### src/rtl/fetch_pkg.sv
// Shared types and constants for the instruction fetch front end.
package fetch_pkg;

    typedef struct packed {
        logic [31:0] pc;
        logic [31:0] ir;
    } fetch_entry_t;

    localparam logic [31:0] NOP_INSN = 32'h0000_0013;
    localparam logic [31:0] PC_STEP  = 32'd4;

    localparam logic ENABLE  = 1'b1;
    localparam logic DISABLE = 1'b0;

    function automatic logic [31:0] align_pc(input logic [31:0] a);
        return {a[31:2], 2'b00};
    endfunction

endpackage

### src/rtl/fetch_fifo.sv
// Circular buffer of fetched {pc, ir} entries with flush.
// Storage is registered; the head entry is read combinationally.
module fetch_fifo
    import fetch_pkg::*;
#(
    parameter int DEPTH = 4,
    localparam int AW = $clog2(DEPTH),
    localparam int CW = AW + 1
) (
    input  logic         clk,
    input  logic         rst,
    input  logic         flush_i,
    input  logic         push_i,
    input  fetch_entry_t din_i,
    input  logic         pop_i,
    output fetch_entry_t head_o,
    output logic         empty_o,
    output logic [CW-1:0] count_o
);

    fetch_entry_t  mem_q [DEPTH];
    logic [AW-1:0] wr_q, wr_d;
    logic [AW-1:0] rd_q, rd_d;
    logic [CW-1:0] cnt_q, cnt_d;
    logic          push_ok, pop_ok;

    assign pop_ok  = pop_i && (cnt_q != '0);
    assign push_ok = push_i && ((cnt_q != CW'(DEPTH)) || pop_ok);

    always_comb begin
        wr_d  = wr_q;
        rd_d  = rd_q;
        cnt_d = cnt_q;
        if (flush_i) begin
            wr_d  = '0;
            rd_d  = '0;
            cnt_d = '0;
        end else begin
            if (push_ok) wr_d = wr_q + AW'(1);
            if (pop_ok)  rd_d = rd_q + AW'(1);
            cnt_d = cnt_q + CW'(push_ok) - CW'(pop_ok);
        end
    end

    always_ff @(posedge clk) begin
        if (rst) begin
            wr_q  <= '0;
            rd_q  <= '0;
            cnt_q <= '0;
        end else begin
            wr_q  <= wr_d;
            rd_q  <= rd_d;
            cnt_q <= cnt_d;
        end
    end

    always_ff @(posedge clk) begin
        if (push_ok && !flush_i) mem_q[wr_q] <= din_i;
    end

    assign head_o  = mem_q[rd_q];
    assign empty_o = (cnt_q == '0);
    assign count_o = cnt_q;

endmodule

### src/rtl/fetch_unit.sv
// Fetch front end: PC generation, imem requests, fetch queue and redirect.
// Define FETCH_BYPASS_EN to present a response arriving at an empty queue directly.
module fetch_unit
    import fetch_pkg::*;
#(
    parameter logic [31:0] RESET_PC = 32'h0000_8000,
    parameter int          DEPTH    = 4
) (
    input  logic        clk,
    input  logic        rst,
    output logic        imem_req,
    output logic [31:0] imem_addr,
    input  logic [31:0] imem_rdata,
    input  logic        br_taken,
    input  logic [31:0] br_target,
    output logic        dec_valid,
    input  logic        dec_ready,
    output logic [31:0] dec_pc,
    output logic [31:0] dec_ir
);

    localparam int CW = $clog2(DEPTH) + 1;

    logic [31:0]   pc_q, pc_d;
    logic [31:0]   rpc_q, rpc_d;
    logic          inflight_q, inflight_d;

    logic [CW-1:0] count;
    logic          empty;
    fetch_entry_t  head, resp;
    logic          hold_off, resp_ok, bypass_sel, push, pop;

    // A response landing in a redirect or reset cycle is the squashed one.
    assign hold_off = rst || br_taken;
    assign resp_ok  = inflight_q && !hold_off;
    assign resp     = '{pc: rpc_q, ir: imem_rdata};

    assign imem_req  = !hold_off
                     && ((count + CW'(inflight_q)) < CW'(DEPTH));
    assign imem_addr = pc_q;

`ifdef FETCH_BYPASS_EN
    assign bypass_sel = empty && resp_ok;
`else
    assign bypass_sel = DISABLE;
`endif

    always_comb begin
        dec_valid = DISABLE;
        dec_pc    = '0;
        dec_ir    = NOP_INSN;
        if (!hold_off) begin
            if (!empty) begin
                dec_valid = ENABLE;
                dec_pc    = head.pc;
                dec_ir    = head.ir;
            end else if (bypass_sel) begin
                dec_valid = ENABLE;
                dec_pc    = resp.pc;
                dec_ir    = resp.ir;
            end
        end
    end

    assign push = resp_ok && !(bypass_sel && dec_ready);
    assign pop  = !hold_off && !empty && dec_ready;

    always_comb begin
        pc_d       = pc_q;
        rpc_d      = rpc_q;
        inflight_d = imem_req;
        if (br_taken) begin
            pc_d = align_pc(br_target);
        end else if (imem_req) begin
            pc_d  = pc_q + PC_STEP;
            rpc_d = pc_q;
        end
    end

    always_ff @(posedge clk) begin
        if (rst) begin
            pc_q       <= RESET_PC;
            rpc_q      <= '0;
            inflight_q <= 1'b0;
        end else begin
            pc_q       <= pc_d;
            rpc_q      <= rpc_d;
            inflight_q <= inflight_d;
        end
    end

    fetch_fifo #(
        .DEPTH(DEPTH)
    ) u_fifo (
        .clk    (clk),
        .rst    (rst),
        .flush_i(br_taken),
        .push_i (push),
        .din_i  (resp),
        .pop_i  (pop),
        .head_o (head),
        .empty_o(empty),
        .count_o(count)
    );

endmodule

### config.mk
export PLATFORM = sky130hd
export DESIGN_NAME = fetch_unit
export DESIGN_NICKNAME = d
export VERILOG_FILES = /design/src/rtl/fetch_pkg.sv /design/src/rtl/fetch_fifo.sv /design/src/rtl/fetch_unit.sv
export SDC_FILE = /design/constraint.sdc
export NUM_CORES = 1
export LEC_CHECK = 0
export ABC_AREA = 1
export BUFFER_PORTS_ARGS = -buffer_cell sky130_fd_sc_hd__buf_4
export CAP_MARGIN = 0
export CORE_AREA = 2 2 219 221
export CTS_BUF_LIST = sky130_fd_sc_hd__clkbuf_4 sky130_fd_sc_hd__clkbuf_8
export CTS_CLUSTER_DIAMETER = 120
export DETAILED_ROUTE_END_ITERATION = 8
export DIE_AREA = 0 0 221 223
export PLACE_DENSITY = 0.45
export SLEW_MARGIN = 10
export SYNTH_ARGS = -nofsm -noshare
export SYNTH_HDL_FRONTEND = slang
export SYNTH_HIERARCHICAL = 1
export SYNTH_SLANG_ARGS = --single-unit
### constraint.sdc
create_clock -name clk -period 14.46 [get_ports clk]
set_clock_uncertainty 0.1 [all_clocks]
set_input_delay 0.723 -clock clk [delete_from_list [all_inputs] [get_ports clk]]
set_output_delay 0.723 -clock clk [all_outputs]
set_load 0.01 [all_outputs]
Yosys cells after proc, flatten, opt, wreduce, memory -nomap -nowiden. Memory sizes are Yosys's and may differ from the RTL's. A register that Yosys moved wholly into a read port is not among the register bits. Index checks and enable logic that the tools add are counted.

Add/subtract/negate cells: 6. Order comparisons: 1. Eq/ne operators: 1. Mux-type cells: 12. Bitwise operators: 1. Reductions and logical operators: 17.

Operator list (number): 32-bit 2-to-1 mux (6); 32-bit by 3-bit adder with 32-bit output (second input constant) (1); 1-bit logical AND (7); 3-bit by 1-bit adder with 3-bit output (2); 2-bit by 1-bit adder with 2-bit output (second input constant) (2); 1-bit 2-to-1 mux (4); 2-bit 2-to-1 mux (2); 1-bit logical NOT (3); 3-bit logical NOT (1); 3-bit < comparator (second input constant) (1); 3-bit inequality test (second input constant) (1); 3-bit nonzero test (1); 3-bit by 1-bit subtractor with 3-bit output (1); 1-bit logical OR (2); 2-bit AND reduction (1); 2-bit nonzero test (1); 2-bit OR reduction (1); 1-bit inverter (1).

Bits in registers: 72. Bits in writable memories: 256. Input bits: 68. Output and inout bits: 98. Logic and storage cells: 46. Memories kept: 1.

Memories: u_fifo.mem_q (words 4, width 64, rd ports 1, clocked after memory_dff 1, write ports 1, RTL line fetch_fifo.sv:21) `fetch_entry_t mem_q [DEPTH];`.

Longest topological paths before layout. Gate-level depths: netlist of run 1.

Word-level depth: 10. Depth in mapped cells: 18. Mapped depth without buffers: 17.

Cells and area by module. The synthesis of run 1 kept the hierarchy.

By module, submodules not included: fetch_fifo (times used 1, cells each 691, area an instance 9998.3 µm²); fetch_unit (times used 1, cells each 652, area an instance 3872.5 µm²).

Least setup slack after synthesis of run 1. No wires, ideal clock.

Kind: input-to-reg. Start point: input br_taken. End point: memory u_fifo/mem_q[1][0] in the netlist's numbering, enable pin. Library setup time: 0.565 ns. Arrival time: 6.340 ns. Required time: 13.795 ns. Slack: 7.454 ns. Stages: 10. Path buffers: 1. Cells stage by stage: nor2_2 > inv_1 > nor2_1 > inv_2 > clkbuf_1 > nor2_1 > inv_1 > nand3_1 > nand2_1 > nor3_1.

Word-level cells in the longest chain between the ends: 10. Elaborated cells on any way between the ends: 12. Classes of those cells: mux: 2; reduce/logical: 10.

RTL lines: from (decl) (RTL line fetch_unit.sv:14) `input logic br_taken,`; 1-bit logical OR (RTL line fetch_unit.sv:34) `assign hold_off = rst || br_taken;`; 1-bit logical NOT (RTL line fetch_unit.sv:66) `assign pop = !hold_off && !empty && dec_ready;`; 1-bit logical AND (2 in a row) (RTL line fetch_unit.sv:66); via pop (RTL line fetch_unit.sv:31) `logic hold_off, resp_ok, bypass_sel, push, pop;`; 1-bit logical AND (RTL line fetch_fifo.sv:27) `assign pop_ok = pop_i && (cnt_q != '0);`; 1-bit logical OR (RTL line fetch_fifo.sv:28) `assign push_ok = push_i && ((cnt_q != CW'(DEPTH)) || pop_ok);`; 1-bit logical AND (RTL line fetch_fifo.sv:28); 1-bit logical AND (RTL line fetch_fifo.sv:58) `if (push_ok && !flush_i) mem_q[wr_q] <= din_i;`; 1-bit 2-to-1 mux (RTL line fetch_fifo.sv:58); 1-bit 2-to-1 mux (implied by the code) (RTL line fetch_fifo.sv:58); to (decl) (RTL line fetch_fifo.sv:21).

The timed path passes the listed nets, and every way through them passes these cells.

==> impl_results.md, run 1 <==
* Clock tree buffer depth at 3
* Grt total ovfl at 0
* Flops & latches, synth at 326
* Core ar. at 0.0471 mm^2
* Worst Path Arrival at 3.21 ns
* Clock Latency Late Sink at 0.65 ns
* Gate Count Post-Synth at 1343
* PwrDens at 117 mW/mm^2
* Antenna cells at 0
* Postcts setup bufs at 0
* Final max-slew violation count at 0
* DRC Markers at 0
* Maxcap violations at 0
* CTS resizes at 0
* Final setup margin at 10.43 ns
* Clock-pin transition on the worst setup and hold timing paths at 0.06 ns
* CTS Buf Count at 57
* Initial antenna violation count at 0
* Gr usage total at 14.3%
* WP data required at 13.64 ns
* Final cycle utilization of the critical path at 27.9%
* Post-layout minimum cycle time at 4.03 ns
* Unrepaired setup endpoints after global routing: no
* Sw Share at 22.2%
* Clk pwr share at 43.2%
* Maximum vdd drop at 0.0000598 V
* Area Growth Syn to Fin at 20.4%
* Post-synth EDFFs at 256
* Clock root buffer: clkbuf_8
* Design area at 0.0167 mm^2
* Cell Rows at 80
* ANT nets after route at 0
* Via count at 9782
* R2R depth at 13
* Final Hold Fails at 0
* Vias in the first global route at 9555
* Worst-path fanout max at 70
* Combinational Power Share at 3.7%
* DR WL/cell at 16.4 um
* Int Power at 1.52 mW
* Setup crit end kind: primary output
* Largest net degree at the start of global routing at 74
* WL final at 35800 um
* # hold bufs at CTS at 0
* Critical path class: reg2out
* Post-DP Area at 0.0155 mm^2
* H-tree depth at 2
* Sequential share of the synthesized area at 65.5%
* Setup TNS at 0 ns
* Mapped Area at 0.0139 mm^2
* Top Ports at 166
* Die area at 0.0493 mm^2
* Sw power at 434 uW
* Clock Sinks at 326
* First-pass GRT wire length at 55200 um
* Setup violators final at 0
* Worst hold path class: in2reg
* Drt first pass iters at 5
* Crit path capture: dec_ir[20]
* Initial Utilization at 29.4%
* Nets at 1590
* Layout cells sized above 1 at 19.6%
* LEAKAGE at 6.44 nW
* Worst-Margin Slew at 0.882 ns
* Die Span Y at 223 um
* Reg-to-reg setup timing slack at 10.65 ns
* DRT iter0 DRCs at 501
* Post-Syn Area per Cell at 10.3 um^2
* DP HPWL at 21100 um
* Ys Warns at 6
* Via density at 4.49
* Reg-to-Reg End: u_fifo/mem_q[1][51]
* CP startpoint kind: flop
* Unique cell type count in the Yosys netlist at 39
* Sequential share of power at 53.1%
* Final Wtd Congestion at 0.872
* RR Startpoint: u_fifo/count_o[1]
* Chip width at 221 um
* I/O Buffers at 161
* Relative slew margins at 41.2%
* Placement Setup Slack at 9.95 ns
* FMAX at 0.248 GHz
* CTS tree: done
* Top_reg_cell synth: edfxtp_1
* Outcome: complete, no violations
* Asr flop ratio synth at 0%
power by group through the flow:
stage          registers, mW  logic [mW]  clock network (mW)
2_1_floorplan           1.05      0.0357                   0
5_1_grt                 1.04      0.0828               0.916
3_3_place_gp            1.06      0.0732                   0
3_5_place_dp            1.06      0.0739                   0
6_report                1.04      0.0725               0.846
4_1_cts                 1.04      0.0742               0.879
final cells by class:
cell class | count | area [um^2]
Sequential cell | 326 | 9090
Clock inverter | 28 | 175
Clock buffer | 79 | 975
Timing Repair Buffer | 175 | 1310
Fill cell | 4832 | 30400
Multi-Input combinational cell | 815 | 3840
Inverter | 140 | 529
Tap cell | 615 | 769
worst min-delay path by stage:
stage | start | end | slack, ns | cells past startpoint
6_report | imem_rdata[0] | u_fifo/mem_q[3][0] | 0.19 | 1
4_1_cts | imem_rdata[28] | u_fifo/mem_q[1][28] | 0.13 | 1
3_3_place_gp | rpc_q[16] | u_fifo/mem_q[1][48] | 0.39 | 0
5_1_grt | imem_rdata[27] | u_fifo/mem_q[0][27] | 0.14 | 1
2_1_floorplan | rpc_q[11] | u_fifo/mem_q[0][43] | 0.35 | 0
3_5_place_dp | rpc_q[5] | u_fifo/mem_q[1][37] | 0.39 | 0
worst max-delay path, stage by stage (launching register included):
cell and delay, ns:
dfxtp_4 0.52, inv_4 0.64, buf_4 0.67, o21ai_1 0.12
o22ai_1 0.15, inv_1 0.05, nor2_1 0.18, buf_4 0.16
Yosys cell counts, types with 4 or more instances:
| library cell | instances | area, um^2 |
|---|---|---|
| nand3_1 | 57 | 285 |
| o21ai_0 | 87 | 435 |
| clkbuf_2 | 4 | 20.0 |
| clkbuf_1 | 22 | 82.6 |
| edfxtp_1 | 256 | 7690 |
| xnor2_1 | 4 | 35.0 |
| nor2_1 | 241 | 905 |
| nand2_2 | 8 | 50.1 |
| a21oi_1 | 53 | 265 |
| o21ai_1 | 68 | 340 |
| inv_2 | 4 | 15.0 |
| o22ai_1 | 64 | 400 |
| nor3_1 | 4 | 20.0 |
| inv_1 | 133 | 499 |
| nor2_4 | 6 | 67.6 |
| nand2_1 | 178 | 668 |
| buf_6 | 20 | 225 |
| dfxtp_1 | 70 | 1400 |
| ha_1 | 6 | 75.1 |
| nor2_2 | 7 | 43.8 |
| buf_2 | 16 | 80.1 |
| buf_4 | 7 | 52.6 |
cells by family (layout without fill, tap and decap cells):
family | after synthesis | count (layout) | share of synthesized area [%]
AOI/OAI and AO/OA | 282 | 282 | 10.9
buffers and inverters | 211 | 422 | 7.18
xor gates and xnor gates | 7 | 7 | 0.442
adders and majority gates | 7 | 7 | 0.686
DFF | 326 | 326 | 65.5
and+or+nand+nor | 509 | 509 | 15.2
other | 1 | 10 | 0.0270
sequential cells by signal, indices dropped and copies added, names as in the netlist, named ones only:
name and flops:
imem_addr 30, u_fifo/rd_q 2, rpc_q 30, u_fifo/wr_q 2, inflight_q 1, u_fifo/mem_q 256
u_fifo/count_o 3
placed cells by master, fill, tap and decap left out, types with 3 or more instances in the layout:
cell	synthesis	final
a21oi_1	53	53
a31oi_1	3	3
buf_4	7	175
clkbuf_4	0	18
clkbuf_8	0	61
clkinv_1	2	15
clkinv_2	0	12
conb_1	1	10
dfxtp_1	70	68
edfxtp_1	256	256
ha_1	6	6
inv_1	133	133
inv_2	4	4
nand2_1	178	178
nand2_2	8	8
nand3_1	57	57
nor2_1	241	241
nor2_2	7	7
nor2_4	6	6
nor3_2	0	4
o21ai_0	87	87
o21ai_1	68	68
o22ai_1	64	64
or2_1	3	3
xnor2_1	4	4
xor2_1	3	3
routing by layer:
layer	vias up	share of wire (%)	global-route usage [%]
met5	-	0	0
met4	0	2.3	4.61
met3	56	5.1	3.58
met2	207	46	23.1
met1	4610	46	18.9
li1	4909	-	-
stage by stage:
step	power (mW)	util, %	cells	hold slack, ns
after floorplan	1.09	-	1352	0.355
after global placement	1.13	33.0	2071	0.386
after detailed placement	1.13	33.0	2071	0.388
after CTS	1.99	35.4	2178	0.134
after global routing	2.04	35.4	2178	0.144
final	1.96	35.4	2178	0.190
Power figures use the tool's default switching activity.
==> inputs of run 2 (changes only) <==
- ABC_AREA: 1 -> 0
- CORE_AREA: 2 2 219 221 -> 2 2 212 214
- DIE_AREA: 0 0 221 223 -> 0 0 214 216
- clock period: 14.46 -> 4 ns (I/O delays scaled with it)
==> run 2 against run 1 <==
Die area down 6.2%. Sequential share of layout area about the same. Global-route usage about the same. Synthesized area down 6.4%. Final cell count down 22%.
==> impl_results.md, run 2 <==
* H-tree depth at 2 (unchanged)
* Sequential share of the synthesized area at 70.0% (+4.4 points)
* Maximum vdd drop at 0.000190 V (+220%)
* Final cycle utilization of the critical path at 85.3%
* DRT iter0 DRCs at 449 (-10%)
* Unique cell type count in the Yosys netlist at 52 (+33%)
* Clk pwr share at 42.7% (-0.5 points)
* LEAKAGE at 5.74 nW (-11%)
* Clock root buffer: clkbuf_8
* Crit path capture: u_fifo/count_o[2]
* Maxcap violations at 0 (unchanged)
* CTS Buf Count at 56 (-1.8%)
* Largest Register: u_fifo/mem_q
* Mapped Area at 0.0130 mm^2 (-6.4%)
* Int Power at 5.52 mW (+260%)
* WP data required at 4.42 ns (-9.22 ns)
* Reg-to-Reg End: u_fifo/count_o[2]
* CTS tree: done
* Worst Path Arrival at 3.83 ns (+0.62 ns)
* Final Wtd Congestion at 0.736 (-16%)
* Post-layout util at 38.1% (+2.7 points)
* Most common cell after layout, fill and taps aside: edfxtp_1
* Final Hold Fails at 0 (unchanged)
* Clock Latency Late Sink at 0.62 ns (-0.03 ns)
* Unrepaired setup endpoints after global routing: no
* Area Growth Syn to Fin at 28.6%
* Chip width at 214 um (-3.2%)
* Setup crit end kind: flop
* Sw Share at 21.2% (-0.99 points)
* RR Startpoint: u_fifo/count_o[2]
* Worst-path fanout max at 7 (-90%)
* Sw power at 1.48 mW (+240%)
* Worst hold path class: in2reg
* Sequential share of power at 53.3% (+0.2 points)
* DP HPWL at 19000 um (-10%)
* Top_reg_cell synth: edfxtp_1
* Most frequent cell after synthesis: edfxtp_1
* Post-layout minimum cycle time at 3.41 ns
* Top Ports at 166 (unchanged)
* Synth top area cells: edfxtp_1, mux4_2, dfxtp_1, and2_1, nand2_1
* Vias in the first global route at 8437 (-12%)
* Leading cell types in the layout, fill and taps excluded: edfxtp_1, buf_4, nand2_1
* Gr usage total at 14.3% (-0.033 points)
* Core ar. at 0.0438 mm^2 (-7.0%)
* Crit path from: u_fifo/count_o[2]
* Commonest cells post-synth: edfxtp_1, nand2_1, dfxtp_1
* Antenna cells at 0 (unchanged)
* CP startpoint kind: flop
* Yosys top cell area share at 59.2% (+3.8 points)
* Largest register FFs at 256 (unchanged)
* I/O Buffers at 161 (unchanged)
* Area leader, netlist: edfxtp_1
* Post-synth EDFFs at 256 (unchanged)
* Die area at 0.0462 mm^2 (-6.2%)
* Critical path class: reg2reg
* Setup TNS at 0 ns (unchanged)
* PwrDens at 419 mW/mm^2 (+260%)
* Flops & latches, synth at 326 (unchanged)
* Gate Count Post-Synth at 811 (-40%)
* Nets at 1147 (-28%)
* Ys Warns at 6 (unchanged)
* Via count at 7757 (-21%)
* Asr flop ratio synth at 0% (unchanged)
* Clock Sinks at 326 (unchanged)
* Drt first pass iters at 4 (-1)
* Initial antenna violation count at 0 (unchanged)
* Relative slew margins at 28.6% (-13 points)
* Cell Rows at 77 (-3.8%)
* Worst-Margin Slew at 1.07 ns (+0.190 ns)
* Final setup margin at 0.588 ns (-9.84 ns)
* Post-Syn Area per Cell at 16.0 um^2 (+55%)
* Final max-slew violation count at 0 (unchanged)
* CTS resizes at 0 (unchanged)
* ANT nets after route at 0 (unchanged)
* Largest net degree at the start of global routing at 66 (-11%)
* FMAX at 0.293 GHz
* Setup violators final at 0 (unchanged)
* DR WL/cell at 19.0 um (+15%)
* Initial Utilization at 29.6% (+0.21 points)
* DRC Markers at 0 (unchanged)
* Placement Setup Slack at 0.601 ns (-9.35 ns)
* Via density at 4.55 (+1.3%)
* Die Span Y at 216 um (-3.1%)
* Outcome: complete, no violations
* Hold_ws at 0.0620 ns (-0.128 ns)
* Layout cells sized above 1 at 31.9% (+12 points)
* Clock tree buffer depth at 3 (unchanged)
* Reg-to-reg setup timing slack at 0.59 ns (-10.06 ns)
* R2R depth at 13 (unchanged)
* Clock-pin transition on the worst setup and hold timing paths at 0.06 ns (about the same)
* WL final at 32300 um (-9.6%)
* Combinational Power Share at 4.0% (+0.3 points)
* First-pass GRT wire length at 50500 um (-8.6%)
* Grt total ovfl at 0 (unchanged)
## run 2: cell count changes in the layout (fill, tap and decap cells not counted), moves of 57 or more
cell / before / now
o22ai_1: 64 / 7
nand2_1: 178 / 87
mux4_2: 0 / 64
o21ai_1: 68 / 0
dlygate4sd3_1: 0 / 65
and2_1: 1 / 69
o21ai_0: 87 / 2
nor2_1: 241 / 18
inv_1: 133 / 9
## run 2: how the worst min path moves through the flow
stage	start	endpoint	slack [ns]	cells past startpoint
floorplan	rst	u_fifo/count_o[1]	0.17	1
finish	br_taken	imem_addr[16]	0.06	4
global placement	imem_rdata[7]	u_fifo/mem_q[1][7]	0.30	1
CTS	br_taken	imem_addr[16]	0.002	4
global route	br_taken	imem_addr[14]	0.06	4
detailed placement	imem_rdata[3]	u_fifo/mem_q[1][3]	0.31	1
## run 2: critical path: stages (launching register included)
cell and delay [ns]:
dfxtp_1 0.41, nor3_1 0.57, nor2_4 0.07, and2_1 0.21
or4b_4 0.51, nand2_4 0.10, buf_4 0.20, xor2_2 0.14
ha_1 0.15, inv_1 0.05, fa_1 0.38, xnor2_1 0.15
xnor2_1 0.13, and2_1 0.16
## run 2: area by class of cell
class | instances | area, um^2
tap | 592 | 741
clock inverter | 12 | 82.6
timing repair buffer | 243 | 2010
inverter | 9 | 33.8
fill | 4153 | 27100
multi-input combinational | 436 | 3710
clock buffer | 87 | 1030
sequential | 326 | 9100
## run 2: routing by layer
metal	up-vias	GRT usage (%)	routed length [um]
met5	-	0	0
met4	0	4.92	720
met1	3906	18.5	14700
met2	174	23.9	15500
li1	3625	-	-
met3	52	2.93	1370
## run 2: per-stage QoR
step	power, mW	cells	cell area (um^2)
after floorplan	3.88	820	13000
after global placement	4.03	1541	14900
after detailed placement	4.04	1541	14900
after CTS	7.13	1705	16700
after global routing	7.31	1705	16700
final	7.00	1705	16700
## run 2: timing repair
| action | CTS | global route |
|---|---|---|
| setup endpoints to repair | 0 | 0 |
| hold endpoints to repair | 158 | 0 |
| setup buffers | 0 | 0 |
| hold buffers | 65 | 0 |
## run 2: kinds of logic after synthesis
group           count (synthesis)  share of synthesized area, %
compound gates                 84                          4.02
xor+xnor                       24                          1.73
fa+ha+maj                       7                         0.732
buf+inv                        58                          2.16
flops                         326                          70.0
mux                            66                          11.3
other cells                     1                        0.0289
simple gates                  245                          10.1
## run 2: power by group through the flow
stage                     Combinational [mW]  Clock [mW]  Sequential, mW
after floorplan                       0.0944           0            3.79
after global placement                 0.231           0            3.80
after detailed placement               0.232           0            3.80
after CTS                              0.285        3.12            3.73
after global routing                   0.307        3.27            3.74
final                                  0.279        2.99            3.73
